==> config.mk <==
export PLATFORM = sky130hd
export DESIGN_NAME = alarm_ring_ctrl_flat
export DESIGN_NICKNAME = d
export VERILOG_FILES = /design/src/rtl/alarm_ring_ctrl_if.sv /design/src/rtl/alarm_ring_ctrl.sv /design/src/flat_wrapper.sv
export SDC_FILE = /design/constraint.sdc
export NUM_CORES = 1
export LEC_CHECK = 0
export ABC_AREA = 1
export CAP_MARGIN = 20
export CORE_ASPECT_RATIO = 0.7
export CORE_MARGIN = 4
export CORE_UTILIZATION = 48
export CTS_CLUSTER_SIZE = 8
export DETAILED_ROUTE_END_ITERATION = 16
export GPL_TIMING_DRIVEN = 0
export PLACE_DENSITY_LB_ADDON = 0.25
export SLEW_MARGIN = 20
export SYNTH_ARGS = -nofsm -noshare
export SYNTH_HDL_FRONTEND = slang
export SYNTH_SLANG_ARGS = --single-unit
==> constraint.sdc <==
create_clock -name CLOCK_1ms -period 1.9 [get_ports CLOCK_1ms]
set_clock_uncertainty 0.15 [all_clocks]
set_input_delay 0.38 -clock CLOCK_1ms [delete_from_list [all_inputs] [get_ports CLOCK_1ms]]
set_output_delay 0.38 -clock CLOCK_1ms [all_outputs]
set_load 0.05 [all_outputs]
==> src/rtl/alarm_ring_ctrl_if.sv <==
// Alarm ring controller bus: arm/time/button inputs and ring/snooze status.
// slave = ring controller, master = whoever drives times and buttons.
interface alarm_ring_ctrl_if;
  logic        ARM;
  logic [11:0] CUR_TIME;
  logic [11:0] TIME_SET;
  logic [4:0]  BTN;
  logic        RINGING;
  logic        BUZZ;
  logic        SNOOZE_ACTIVE;
  logic [11:0] SNOOZE_LEFT;
  logic [1:0]  SNOOZE_CNT;
  logic        MISSED;

  modport slave (
    input  ARM, CUR_TIME, TIME_SET, BTN,
    output RINGING, BUZZ, SNOOZE_ACTIVE,
    output SNOOZE_LEFT, SNOOZE_CNT, MISSED
  );

  modport master (
    output ARM, CUR_TIME, TIME_SET, BTN,
    input  RINGING, BUZZ, SNOOZE_ACTIVE,
    input  SNOOZE_LEFT, SNOOZE_CNT, MISSED
  );
endinterface

==> src/rtl/alarm_ring_ctrl.sv <==
// Alarm ring controller: time match, buzzer blink, snooze, dismiss, timeout.
// Ports: CLOCK_1ms, RESET (async high), bus (alarm_ring_ctrl_if.slave).
module alarm_ring_ctrl #(
  parameter int TICK_MS        = 1000,
  parameter int RING_TIMEOUT_S = 60,
  parameter int SNOOZE_S       = 300,
  parameter int MAX_SNOOZE     = 3,
  parameter int BLINK_MS       = 250
) (
  input logic              CLOCK_1ms,
  input logic              RESET,
  alarm_ring_ctrl_if.slave bus
);
  localparam int MSW = (TICK_MS > 1) ? $clog2(TICK_MS) : 1;
  localparam int BKW = (BLINK_MS > 1) ? $clog2(BLINK_MS) : 1;
  localparam int RCW_MIN = $clog2(RING_TIMEOUT_S + 1);
  localparam int RCW = (RCW_MIN > 6) ? RCW_MIN : 6;

  localparam logic [MSW-1:0] MS_LAST  = MSW'(TICK_MS - 1);
  localparam logic [BKW-1:0] BK_LAST  = BKW'(BLINK_MS - 1);
  localparam logic [RCW-1:0] RC_LAST  = RCW'(RING_TIMEOUT_S - 1);
  localparam logic [11:0]    SNZ_LOAD = 12'(SNOOZE_S);
  localparam logic [1:0]     SNZ_MAX  = 2'(MAX_SNOOZE);
  localparam logic [11:0]    T_MAX    = 12'd3599;

  typedef enum logic [1:0] {
    S_IDLE,
    S_RING,
    S_SNOOZE,
    S_DONE
  } state_t;

  state_t state, state_nx;

  logic [1:0]     btn_s1, btn_s2, btn_s3;
  logic           ce, de;
  logic [MSW-1:0] ms_cnt;
  logic [BKW-1:0] blink_cnt;
  logic [RCW-1:0] ring_cnt;
  logic           buzz_q;
  logic [11:0]    snz_left;
  logic [1:0]     snz_cnt;
  logic           missed_q;

  logic sec, same_time, match;
  logic to_ring, to_snz, set_missed, clr_missed;
  logic unused_btn;

  assign unused_btn = ^bus.BTN[3:1];

  assign sec       = (ms_cnt == MS_LAST);
  assign same_time = (bus.CUR_TIME == bus.TIME_SET);
  // An out-of-range alarm time can never be reached by the clock.
  assign match     = same_time && (bus.TIME_SET <= T_MAX);

  always_ff @(posedge CLOCK_1ms or posedge RESET) begin
    if (RESET) state <= S_IDLE;
    else       state <= state_nx;
  end

  always_comb begin
    state_nx   = state;
    to_ring    = 1'b0;
    to_snz     = 1'b0;
    set_missed = 1'b0;
    clr_missed = 1'b0;
    if (!bus.ARM) begin
      state_nx = S_IDLE;
    end else begin
      unique case (state)
        S_IDLE: begin
          clr_missed = ce;
          if (match) begin
            state_nx = S_RING;
            to_ring  = 1'b1;
          end
        end
        S_RING: begin
          if (ce) begin
            state_nx = S_DONE;
          end else if (de && snz_cnt < SNZ_MAX) begin
            state_nx = S_SNOOZE;
            to_snz   = 1'b1;
          end else if (sec && ring_cnt == RC_LAST) begin
            state_nx   = S_DONE;
            set_missed = 1'b1;
          end
        end
        S_SNOOZE: begin
          if (ce) begin
            state_nx = S_DONE;
          end else if (sec && snz_left == 12'd1) begin
            state_nx = S_RING;
            to_ring  = 1'b1;
          end
        end
        S_DONE: begin
          // Hold off until the matching second has passed.
          if (!same_time) state_nx = S_IDLE;
        end
        default: state_nx = S_IDLE;
      endcase
    end
  end

  always_ff @(posedge CLOCK_1ms or posedge RESET) begin
    if (RESET) begin
      btn_s1    <= '0;
      btn_s2    <= '0;
      btn_s3    <= '0;
      ce        <= 1'b0;
      de        <= 1'b0;
      ms_cnt    <= '0;
      blink_cnt <= '0;
      ring_cnt  <= '0;
      buzz_q    <= 1'b0;
      snz_left  <= '0;
      snz_cnt   <= '0;
      missed_q  <= 1'b0;
    end else begin
      btn_s1 <= {bus.BTN[4], bus.BTN[0]};
      btn_s2 <= btn_s1;
      btn_s3 <= btn_s2;
      ce     <= btn_s2[0] & ~btn_s3[0];
      de     <= btn_s2[1] & ~btn_s3[1];

      // Restart on session entry so the first second is a full one.
      if (to_ring || to_snz || sec) ms_cnt <= '0;
      else                          ms_cnt <= ms_cnt + 1'b1;

      if (to_ring)
        ring_cnt <= '0;
      else if (state == S_RING && sec)
        ring_cnt <= ring_cnt + 1'b1;

      if (to_ring) begin
        blink_cnt <= '0;
        buzz_q    <= 1'b1;
      end else if (state == S_RING && state_nx == S_RING) begin
        if (blink_cnt == BK_LAST) begin
          blink_cnt <= '0;
          buzz_q    <= ~buzz_q;
        end else begin
          blink_cnt <= blink_cnt + 1'b1;
        end
      end else begin
        blink_cnt <= '0;
        buzz_q    <= 1'b0;
      end

      if (state_nx != S_SNOOZE)
        snz_left <= '0;
      else if (to_snz)
        snz_left <= SNZ_LOAD;
      else if (sec && snz_left != 12'd0)
        snz_left <= snz_left - 12'd1;

      if (!bus.ARM || (state_nx == S_DONE && state != S_DONE))
        snz_cnt <= '0;
      else if (to_snz)
        snz_cnt <= snz_cnt + 2'd1;

      if (!bus.ARM || clr_missed) missed_q <= 1'b0;
      else if (set_missed)        missed_q <= 1'b1;
    end
  end

  assign bus.RINGING       = (state == S_RING);
  assign bus.SNOOZE_ACTIVE = (state == S_SNOOZE);
  assign bus.BUZZ          = buzz_q;
  assign bus.SNOOZE_LEFT   = snz_left;
  assign bus.SNOOZE_CNT    = snz_cnt;
  assign bus.MISSED        = missed_q;
endmodule

==> src/flat_wrapper.sv <==
// flat-port wrapper written by rule: the top's interface ports become plain ports
module alarm_ring_ctrl_flat 
#(
  parameter int TICK_MS        = 1000,
  parameter int RING_TIMEOUT_S = 60,
  parameter int SNOOZE_S       = 300,
  parameter int MAX_SNOOZE     = 3,
  parameter int BLINK_MS       = 250
)
  (CLOCK_1ms, RESET, bus_ARM, bus_CUR_TIME, bus_TIME_SET, bus_BTN, bus_RINGING, bus_BUZZ, bus_SNOOZE_ACTIVE, bus_SNOOZE_LEFT, bus_SNOOZE_CNT, bus_MISSED);
  alarm_ring_ctrl_if bus_i ();
  input logic CLOCK_1ms;
  input logic RESET;
  input wire logic [$bits(bus_i.ARM)-1:0] bus_ARM;
  input wire logic [$bits(bus_i.CUR_TIME)-1:0] bus_CUR_TIME;
  input wire logic [$bits(bus_i.TIME_SET)-1:0] bus_TIME_SET;
  input wire logic [$bits(bus_i.BTN)-1:0] bus_BTN;
  output wire logic [$bits(bus_i.RINGING)-1:0] bus_RINGING;
  output wire logic [$bits(bus_i.BUZZ)-1:0] bus_BUZZ;
  output wire logic [$bits(bus_i.SNOOZE_ACTIVE)-1:0] bus_SNOOZE_ACTIVE;
  output wire logic [$bits(bus_i.SNOOZE_LEFT)-1:0] bus_SNOOZE_LEFT;
  output wire logic [$bits(bus_i.SNOOZE_CNT)-1:0] bus_SNOOZE_CNT;
  output wire logic [$bits(bus_i.MISSED)-1:0] bus_MISSED;
  assign bus_i.ARM = bus_ARM;
  assign bus_i.CUR_TIME = bus_CUR_TIME;
  assign bus_i.TIME_SET = bus_TIME_SET;
  assign bus_i.BTN = bus_BTN;
  assign bus_RINGING = bus_i.RINGING;
  assign bus_BUZZ = bus_i.BUZZ;
  assign bus_SNOOZE_ACTIVE = bus_i.SNOOZE_ACTIVE;
  assign bus_SNOOZE_LEFT = bus_i.SNOOZE_LEFT;
  assign bus_SNOOZE_CNT = bus_i.SNOOZE_CNT;
  assign bus_MISSED = bus_i.MISSED;
  alarm_ring_ctrl #(.TICK_MS(TICK_MS), .RING_TIMEOUT_S(RING_TIMEOUT_S), .SNOOZE_S(SNOOZE_S), .MAX_SNOOZE(MAX_SNOOZE), .BLINK_MS(BLINK_MS)) u_core (.CLOCK_1ms(CLOCK_1ms), .RESET(RESET), .bus(bus_i));
endmodule
==> metrics.txt <==
# TYPE chip_impl_metric gauge
chip_impl_metric{name="detail_route.first_pass.iterations",unit=""} 5
chip_impl_metric{name="cts_made_buffers",unit=""} 5
chip_impl_metric{name="sum_of_net_half_perimeters_after_detailed_placement",unit="µm"} 4760
chip_impl_metric{name="dpl-instance-area",unit="µm²"} 3540
chip_impl_info{name="synth_top_cell_by_area",value="dfrtp_1"} 1
chip_impl_metric{name="pwr-share-clk",unit=""} 0.262
chip_impl_metric{name="die_width",unit="µm"} 101
chip_impl_metric{name="synth_seq_area_share",unit=""} 0.427
chip_impl_metric{name="finalCritPeriodShare",unit=""} 1.05
chip_impl_info{name="rsz0062_at_grt",value="yes"} 1
chip_impl_metric{name="crit_required",unit="ns"} 2.00
chip_impl_metric{name="synth.cell_area",unit="µm²"} 2930
chip_impl_metric{name="grt_overflow",unit=""} 0
chip_impl_metric{name="timing.reg2reg.setup_slack",unit="ns"} -0.05
chip_impl_metric{name="synth_xor_area_frac",unit=""} 0.0568
chip_impl_metric{name="synth_enable_flop_cells",unit=""} 0
chip_impl_metric{name="detailroute.via_count",unit=""} 2645
chip_impl_metric{name="drt_wl_total",unit="µm"} 7170
chip_impl_metric{name="worst-path-max-fanout",unit=""} 5
chip_impl_metric{name="clock-sinks",unit=""} 50
chip_impl_metric{name="cts.htree.levels",unit=""} 2
chip_impl_metric{name="design.die.area",unit="µm²"} 7440
chip_impl_metric{name="total_switching_power",unit="mW"} 0.797
chip_impl_metric{name="mux_cell_area_share_after_synthesis",unit=""} 0.00342
chip_impl_metric{name="buffer_ports.inserted",unit=""} 46
chip_impl_metric{name="fmax",unit="GHz"} 0.500
chip_impl_info{name="regToRegEndpoint",value="u_core.bus.SNOOZE_LEFT[3]$_DFFE_PP0P_"} 1
chip_impl_info{name="clk_root_buffer_cell",value="clkbuf_8"} 1
chip_impl_metric{name="post_synth_num_cell_types",unit=""} 37
chip_impl_info{name="tritoncts_clock_tree",value="built"} 1
chip_impl_metric{name="synthDominantCellAreaShare",unit=""} 0.427
chip_impl_metric{name="number_of_antenna_violations_at_the_first_check_in_global_routing",unit=""} 0
chip_impl_info{name="worst-setup-path-type",value="primary input to flip-flop"} 1
chip_impl_metric{name="fp.dieH",unit="µm"} 73.4
chip_impl_metric{name="vias_per_cell",unit=""} 5.12
chip_impl_metric{name="gr-usage-all-layers",unit=""} 0.179
chip_impl_metric{name="instance_count_of_the_mapped_netlist",unit=""} 368
chip_impl_metric{name="ys_async_rst_share",unit=""} 1.00
chip_impl_info{name="ys_top_cells_by_count",value="nand2_1, inv_1, dfrtp_1"} 1
chip_impl_metric{name="cp_data_arrival_time",unit="ns"} 2.10
chip_impl_metric{name="wire_per_inst",unit="µm"} 13.9
chip_impl_info{name="violations",value="negative setup slack"} 1
chip_impl_info{name="critical_path.reg2reg.startpoint",value="u_core.bus.SNOOZE_LEFT[9]$_DFFE_PP0P_"} 1
chip_impl_info{name="setup.worst_path.end",value="u_core.bus.SNOOZE_LEFT[9]$_DFFE_PP0P_"} 1
chip_impl_metric{name="cts_max_path_buffers",unit=""} 2
chip_impl_metric{name="yosys.area_share.simple",unit=""} 0.323
chip_impl_metric{name="internal_power",unit="mW"} 1.77
chip_impl_metric{name="maxSlewViolCount",unit=""} 0
chip_impl_info{name="worstSetupStartpointType",value="primary input"} 1
chip_impl_metric{name="gpl.final_weighted_congestion",unit=""} 0.883
chip_impl_metric{name="timing.reg2reg.worst_path_depth",unit=""} 10
chip_impl_metric{name="layout_setup_ws",unit="ns"} -0.102
chip_impl_info{name="synth_most_common_cell",value="nand2_1"} 1
chip_impl_metric{name="synth.yosys.warnings",unit=""} 0
chip_impl_info{name="synth_flop_cell",value="dfrtp_1"} 1
chip_impl_metric{name="synth.ff_latch_count",unit=""} 50
chip_impl_metric{name="design.final.nets",unit=""} 481
chip_impl_metric{name="hold_viol",unit=""} 0
chip_impl_info{name="path_class_of_the_lowest_slack_min_delay_path",value="primary input to async pin"} 1
chip_impl_metric{name="post-route-min-period",unit="ns"} 2.00
chip_impl_metric{name="share_comb_of_total_power",unit=""} 0.234
chip_impl_metric{name="io-pin-count",unit=""} 50
chip_impl_metric{name="grt_first_pass_wirelength",unit="µm"} 10600
chip_impl_metric{name="area_delta_synth_final",unit="%"} 36.9
chip_impl_metric{name="number_of_global_route_vias_before_repair",unit=""} 2312
chip_impl_info{name="worstSetupEndpointType",value="flip-flop"} 1
chip_impl_metric{name="switching_power_as_a_share_of_total_power",unit=""} 0.311
chip_impl_metric{name="antenna_cells_inserted",unit=""} 0
chip_impl_metric{name="sequentialPowerShare",unit=""} 0.504
chip_impl_metric{name="leakage_power_of_the_design",unit="nW"} 2.12
chip_impl_metric{name="vdd_ir_drop_max",unit="mV"} 0.700
chip_impl_metric{name="final_layout_size_suffix_gt1_frac",unit=""} 0.267
chip_impl_info{name="cp-startpoint",value="bus_CUR_TIME[3]"} 1
chip_impl_metric{name="core.rowCount",unit=""} 23
chip_impl_metric{name="clk-insertion-delay-late",unit="ns"} 0.31
chip_impl_metric{name="clk_pin_slew_worst_paths",unit="ns"} 0.11
chip_impl_info{name="main_combinational_cell_family_by_area_after_synthesis",value="simple AND/OR/NAND/NOR gates"} 1
chip_impl_metric{name="finish.instance_area",unit="µm²"} 4010
chip_impl_metric{name="synth_compound_gate_area_share",unit=""} 0.0748
chip_impl_metric{name="drt_first_iter_violations",unit=""} 100
chip_impl_metric{name="max_slew.worst_pin.slew",unit="ns"} 0.507
chip_impl_metric{name="max-slew-margin-rel",unit=""} 0.663
chip_impl_metric{name="postRouteAntennaNets",unit=""} 0
chip_impl_metric{name="start_util",unit=""} 0.504
chip_impl_metric{name="synth_fa_ha_area_frac",unit=""} 0.0342
chip_impl_metric{name="cellPowerDensity",unit="nW/µm²"} 639
chip_impl_metric{name="finalPower",unit="mW"} 2.56
chip_impl_metric{name="synth.avg_cell_area",unit="µm²"} 7.96
chip_impl_metric{name="max-cap-violations",unit=""} 0
chip_impl_metric{name="grt_start_max_net_pins",unit=""} 35
chip_impl_info{name="ys_top_cells_by_area",value="dfrtp_1, nand2_1, inv_1"} 1
chip_impl_metric{name="setup_viol",unit=""} 30
chip_impl_metric{name="synthesis.nets",unit=""} 408
chip_impl_metric{name="drcViolationCount",unit=""} 0
chip_impl_info{name="run_status",value="finished with violations"} 1
chip_impl_metric{name="core-area",unit="µm²"} 5810
==> routing by layer <==
metal  routed length, µm  GRT usage
met1                3460      0.262
met2                3160      0.271
met3                 466     0.0398
met4                  84     0.0398
met5                   0          0
==> power groups by stage <==
| stage | Combinational [mW] | Sequential, mW | Clock (mW) |
|---|---|---|---|
| 3_5_place_dp | 0.431 | 1.31 | 0 |
| 2_1_floorplan | 0.310 | 1.29 | 0 |
| 3_3_place_gp | 0.414 | 1.30 | 0 |
| 6_report | 0.600 | 1.29 | 0.671 |
| 4_1_cts | 0.447 | 1.28 | 0.688 |
| 5_1_grt | 0.677 | 1.31 | 0.730 |
==> through the flow <==
| stage | std cells | setup slack [ns] | setup TNS (ns) | hold slack [ns] | utilization |
|---|---|---|---|---|---|
| 2_1_floorplan | 368 | 0.00775 | 0 | 0.181 | - |
| 3_3_place_gp | 489 | -0.925 | -51.54 | 0.186 | 0.606 |
| 3_5_place_dp | 490 | -0.400 | -12.39 | 0.187 | 0.610 |
| 4_1_cts | 504 | -0.0113 | -0.0420 | 0.210 | 0.640 |
| 5_1_grt | 517 | -0.188 | -5.54 | 0.227 | 0.690 |
| 6_report | 517 | -0.102 | -1.60 | 0.207 | 0.690 |
==> registers in the layout, indices dropped and copies added (netlist names) <==
register,cells
u_core.bus.SNOOZE_LEFT,12
u_core.de,1
u_core.bus.BUZZ,1
u_core.ring_cnt,6
u_core.btn_s1,2
u_core.btn_s3,2
u_core.ms_cnt,10
u_core.bus.MISSED,1
u_core.btn_s2,2
u_core.bus.SNOOZE_CNT,2
u_core.blink_cnt,8
u_core.state,2
u_core.ce,1
==> worst min-delay path by stage <==
stage                                          start                               endpoint  cells past startpoint
after global placement    u_core.btn_s1[0]$_DFF_PP0_             u_core.btn_s2[0]$_DFF_PP0_                      0
final                                          RESET  u_core.bus.SNOOZE_LEFT[4]$_DFFE_PP0P_                      2
after detailed placement  u_core.btn_s1[0]$_DFF_PP0_             u_core.btn_s2[0]$_DFF_PP0_                      0
after floorplan           u_core.btn_s1[0]$_DFF_PP0_             u_core.btn_s2[0]$_DFF_PP0_                      0
after global routing      u_core.btn_s1[1]$_DFF_PP0_             u_core.btn_s2[1]$_DFF_PP0_                      0
after CTS                 u_core.btn_s1[0]$_DFF_PP0_             u_core.btn_s2[0]$_DFF_PP0_                      0
==> critical path, stage by stage <==
cell and delay [ns]:
clkdlybuf4s50_1 0.48, xnor2_1 0.13, nand2_1 0.09, nor2_2 0.14, nand4_1 0.20, nand3_4 0.17
and2_4 0.18, nand2_8 0.07, clkbuf_16 0.17, a21oi_2 0.09
==> cell families (layout without fill, tap and decap cells) <==
| family | count (synthesis) | count (layout) |
|---|---|---|
| AND/OR/NAND/NOR | 199 | 200 |
| buffers and inverters | 60 | 133 |
| flip-flops | 50 | 50 |
| AO/OA/AOI/OAI | 31 | 31 |
| XOR/XNOR | 19 | 19 |
| adder cells (fa/ha/maj) | 8 | 8 |
| multiplexers | 1 | 1 |
==> what timing repair did <==
item,in CTS,in global routing
endpoints found under the hold margin,0,0
pin swaps,4,19
hold buffers,0,0
buffers inserted,5,12
cloned,1,1
endpoints found under the setup margin,52,42
gates resized for setup,37,53
==> area by class of cell <==
class                      count  area, µm²
tap                           75       93.8
multi-input combinational    259       1650
clock inverter                 3       28.8
inverter                      58        225
sequential                    50       1270
buffer                         2       27.5
timing repair buffer          65        647
clock buffer                   5       68.8
fill                         470       1800
==> cell usage in the layout, fill, tap and decap left out, types with 12 or more instances in the layout <==
master | Yosys | routed
buf_4 | 0 | 17
dfrtp_1 | 50 | 38
dfrtp_2 | 0 | 12
dlygate4sd2_1 | 0 | 15
dlymetal6s2s_1 | 0 | 19
inv_1 | 55 | 48
nand2_1 | 79 | 72
nand3_1 | 25 | 22
nand4_1 | 15 | 15
nor2_1 | 42 | 35
nor2_2 | 13 | 14
xor2_1 | 13 | 13
(Power assumes the default switching activity.)
